**src/rtl/class_word_enum.sv**
```systemverilog
// Enumerates, in ascending order, every 4-bit word that the wildcard priority classifier maps
// to a requested class. The optional out_index port/counter is enabled by CLASS_ENUM_CNT_EN.
module class_word_enum (
  input  logic       clk,
  input  logic       rst_n,
  input  logic       req_valid,
  output logic       req_ready,
  input  logic [1:0] req_class,
  input  logic       flush,
  output logic       out_valid,
  input  logic       out_ready,
  output logic [3:0] out_word,
  output logic       out_last
`ifdef CLASS_ENUM_CNT_EN
  ,
  output logic [2:0] out_index
`endif
);

  typedef enum logic [0:0] {StIdle, StScan} state_e;

  state_e     state_q, state_d;
  logic [1:0] cls_q, cls_d;
  logic [3:0] c_q, c_d;
  logic       match;
  logic       is_last;

  // Priority order matters only conceptually: the three wildcard patterns are disjoint.
  function automatic logic [1:0] classify(input logic [3:0] w);
    logic [1:0] r;
    casez (w)
      4'b?00?: r = 2'd0;
      4'b??10: r = 2'd1;
      4'b010?: r = 2'd2;
      default: r = 2'd3;
    endcase
    return r;
  endfunction

  function automatic logic [3:0] last_word(input logic [1:0] cls);
    logic [3:0] r;
    case (cls)
      2'd0:    r = 4'b1001;
      2'd1:    r = 4'b1110;
      2'd2:    r = 4'b0101;
      default: r = 4'b1111;
    endcase
    return r;
  endfunction

  assign match   = (state_q == StScan) && (classify(c_q) == cls_q);
  assign is_last = match && (c_q == last_word(cls_q));

  assign req_ready = (state_q == StIdle);
  assign out_valid = match;
  assign out_word  = c_q;
  assign out_last  = is_last;

`ifdef CLASS_ENUM_CNT_EN
  logic [2:0] idx_q, idx_d;

  assign out_index = idx_q;

  // Hold on the final word so the index never exceeds the class size minus one.
  always_comb begin
    idx_d = idx_q;
    if (!flush) begin
      if (state_q == StIdle && req_valid) begin
        idx_d = 3'd0;
      end else if (match && out_ready && !is_last) begin
        idx_d = idx_q + 3'd1;
      end
    end
  end

  always_ff @(posedge clk or negedge rst_n) begin
    if (!rst_n) begin
      idx_q <= 3'd0;
    end else begin
      idx_q <= idx_d;
    end
  end
`endif

  always_comb begin
    state_d = state_q;
    cls_d   = cls_q;
    c_d     = c_q;
    if (flush) begin
      state_d = StIdle;
    end else begin
      unique case (state_q)
        StIdle: begin
          if (req_valid) begin
            cls_d   = req_class;
            c_d     = 4'd0;
            state_d = StScan;
          end
        end
        StScan: begin
          // 1111 is always class 3's last word, so c never increments past 15.
          if (!match) begin
            c_d = c_q + 4'd1;
          end else if (out_ready) begin
            if (is_last) begin
              state_d = StIdle;
            end else begin
              c_d = c_q + 4'd1;
            end
          end
        end
        default: state_d = StIdle;
      endcase
    end
  end

  always_ff @(posedge clk or negedge rst_n) begin
    if (!rst_n) begin
      state_q <= StIdle;
      cls_q   <= 2'd0;
      c_q     <= 4'd0;
    end else begin
      state_q <= state_d;
      cls_q   <= cls_d;
      c_q     <= c_d;
    end
  end

endmodule
```
**config.mk**
```make
export PLATFORM = sky130hd
export DESIGN_NAME = class_word_enum
export DESIGN_NICKNAME = d
export VERILOG_FILES = /design/src/rtl/class_word_enum.sv
export SDC_FILE = /design/constraint.sdc
export NUM_CORES = 1
export LEC_CHECK = 0
export CAP_MARGIN = 10
export CORE_MARGIN = 8
export CORE_UTILIZATION = 39
export DETAILED_ROUTE_END_ITERATION = 8
export PLACE_DENSITY_LB_ADDON = 0.12
export SLEW_MARGIN = 20
export SYNTH_ARGS = -nofsm -noshare
export SYNTH_HDL_FRONTEND = slang
export SYNTH_SLANG_ARGS = --single-unit
```
**constraint.sdc**
```tcl
create_clock -name clk -period 4 [get_ports clk]
set_clock_uncertainty 0.05 [all_clocks]
set_input_delay 0.8 -clock clk [delete_from_list [all_inputs] [get_ports clk]]
set_output_delay 0.8 -clock clk [all_outputs]
set_load 0.05 [all_outputs]
```
==> run_results.csv <==
group,metric,value,unit
status,status,"complete, no violations",
floorplanning,die_h,52.4,um
floorplanning,boundaryPins,14,
clocking,cts-resized-gates,0,
drt,vias_per_cell,4.97,
synth,synthArstFlopShare,1.00,
clocking,cts.clk_slew.worst_paths,50,ps
global_route,grt_pass1_vias,449,
synth,yosysWarnings,0,
timing,timing.hold.ws,525,ps
floorplanning,coreArea,1270,sq um
worst_setup_path,crit_end,"out_last",
power,p_per_area,422,nW/um^2
clocking,cts_tree,"built",
clocking,clock-sinks,7,
global_route,antenna_found_initial,0,
job,cap_violations,0,
synth,yosys.area.top_type,"dfrtp_1",
synth,syn-num-nets,65,
worst_hold_path,hold_class,"flop to flop",
synth,avgSynthCellArea,9.21,sq um
global_route,grt_pass1_wl,1970,um
synth,ys_ff_latch,7,
power,cellLeakagePower,0.287,nW
worst_setup_path,critPathLaunchType,"flop",
floorplanning,initial_utilization,0.406,
clocking,cts_buffer_depth,2,
cells_and_area,final_layout_size_suffix_gt1_frac,0.113,
cells_and_area,diodes,0,
drt,drc_errors,0,
synth,synth_common_cells,"nand2_1 (11), dfrtp_1 (7), mux2i_1 (4), nor2_1 (4), a21oi_1 (3)",
worst_hold_path,holdPathStages,2,
timing,worst_pin_slew,511,ps
cells_and_area,area_growth,29.6,%
cells_and_area,layout.nets,81,
floorplanning,rows,13,
synth,yosysSeqAreaShare,0.340,
power,fin_total_pwr,282,uW
timing,slew_violations,0,
clocking,clk_latency,240,ps
worst_setup_path,startpoint,"out_word[0]",
timing,fin_crit_sh,0.866,
placement,dp.cells,82,
synth,synth_cells,56,
timing,slew_headroom,0.659,
drt,wire_per_inst,12.7,um
power,ir_worst_vdd,0.220,mV
synth,synth_top_cell_area_share,0.340,
clocking,cts_hold_buf,0,
clocking,cts_buffers,3,
worst_setup_path,setup.worst_path.class,"flop to primary output",
placement,post_dp_cell_area,642,sq um
worst_setup_path,r2r_slack,2090,ps
synth,synth_edf_count,0,
synth,synth_ff_type,"dfrtp_1",
clocking,htree_levels,1,
clocking,cts_setup_buffers,0,
cells_and_area,instances_no_fill,86,
synth,synth_area_leaders,"dfrtp_1 (34%), nand2_1 (8.0%), mux2i_1 (7.8%)",
worst_setup_path,end_kind,"primary output",
worst_setup_path,r2r_end,"out_word[1]",
floorplanning,die_area,2740,sq um
timing,setup_viol,0,
worst_setup_path,required,3150,ps
synth,synth.distinct_cells,27,
global_route,grt_overflow,0,
clocking,cts_root_buffer,"clkbuf_4",
global_route,grt_use_total,0.0936,
placement,dpl.hpwl,891,um
cells_and_area,design_area,668,sq um
timing,rsz0062_at_grt,"no",
placement,gp_congestion,0.712,
timing,clock.fmax,289,MHz
worst_setup_path,r2r_start,"out_word[0]",
timing,tns,0,ps
worst_setup_path,cp_max_fo,8,
synth,syn_area,515,sq um
drt,drt_iter0_drc,5,
drt,via_count,427,
synth,yosysMostFrequentCell,"nand2_1",
drt,finalWirelength,1090,um
placement,numPortBuffers,13,
worst_setup_path,worstRegToRegCells,7,
floorplanning,die-width,52.4,um
global_route,grt_max_degree,12,
drt,final_antenna_net_count,0,
timing,period_needed,3470,ps
timing,hold_viol,0,
worst_setup_path,worstPathArrival,2620,ps
drt,dr.pass1.iters,3,
[flip-flops by register name, indices dropped and copies added (netlist names)]
signal	flops
cls_q	2
out_word	4
state_q	1
[metal layers]
layer / track usage / wire length, um
met1: 0.114 / 525
met5: 0 / 0
met4: 0.0517 / 9
met3: 0.0227 / 44
met2: 0.146 / 510
[area by class of cell]
type	count	area, sq um
clock buffers	4	26.3
repair buffers	13	130
multi-input cells	45	310
flip-flops and latches	7	175
inverters	2	7.51
well taps	15	18.8
fillers	121	601
[worst max-delay path, stage by stage, from the launching register on]
cell and delay [ps]:
dfrtp_1 470, inv_1 110, ha_1 220, a211oi_2 160, xnor2_1 120, nor3_4 200, a21boi_1 250, clkdlybuf4s50_1 840
[placed cells by master (no fill, tap or decap)]
master,synthesis,final
nor3_4,1,1
mux2_4,1,1
nand4_1,1,1
dfrtp_1,7,7
nor3b_1,1,1
xnor2_1,2,2
nor2b_1,1,1
nand3_1,1,1
a21oi_1,3,3
clkbuf_4,0,3
ha_1,2,2
a21boi_1,1,1
clkbuf_1,0,1
nor2_1,4,4
a22oi_1,1,1
and2_1,1,1
nor4_1,1,1
clkdlybuf4s50_1,0,13
and4_1,1,1
nand2b_1,2,2
inv_1,2,2
nand2_1,11,11
a211oi_2,1,1
and3_1,1,1
or2_2,1,1
a21oi_2,1,1
o211ai_1,1,1
mux2i_1,4,4
nor4bb_1,1,1
[kinds of logic after synthesis]
kind of cell	after synthesis	share of synthesized area
AND/OR/NAND/NOR	28	0.299
AO/OA/AOI/OAI	8	0.114
flip-flops	7	0.340
multiplexers	5	0.107
buffers and inverters	4	0.0583
XOR/XNOR	2	0.0340
adder cells (fa/ha/maj)	2	0.0485
[how the worst min path moves through the flow]
stage	from	to
2_1_floorplan	rst_n	cls_q[0]
3_3_place_gp	state_q	out_word[0]
3_5_place_dp	state_q	out_word[0]
4_1_cts	state_q	out_word[0]
5_1_grt	state_q	out_word[0]
6_report	state_q	out_word[0]
[through the flow]
| stage | worst slack, ps | utilization |
|---|---|---|
| after global routing | 329 | 0.527 |
| after CTS | 515 | 0.527 |
| final | 535 | 0.527 |
| after global placement | 847 | 0.506 |
| after detailed placement | 791 | 0.506 |
| after floorplan | 407 | - |
[power breakdown]
group	switching [mW]	internal, mW
Combinational	0.0674	0.0485
Sequential	0.0219	0.0809
Clock	0.0251	0.0380
Total	0.114	0.167
(Power assumes the default switching activity.)
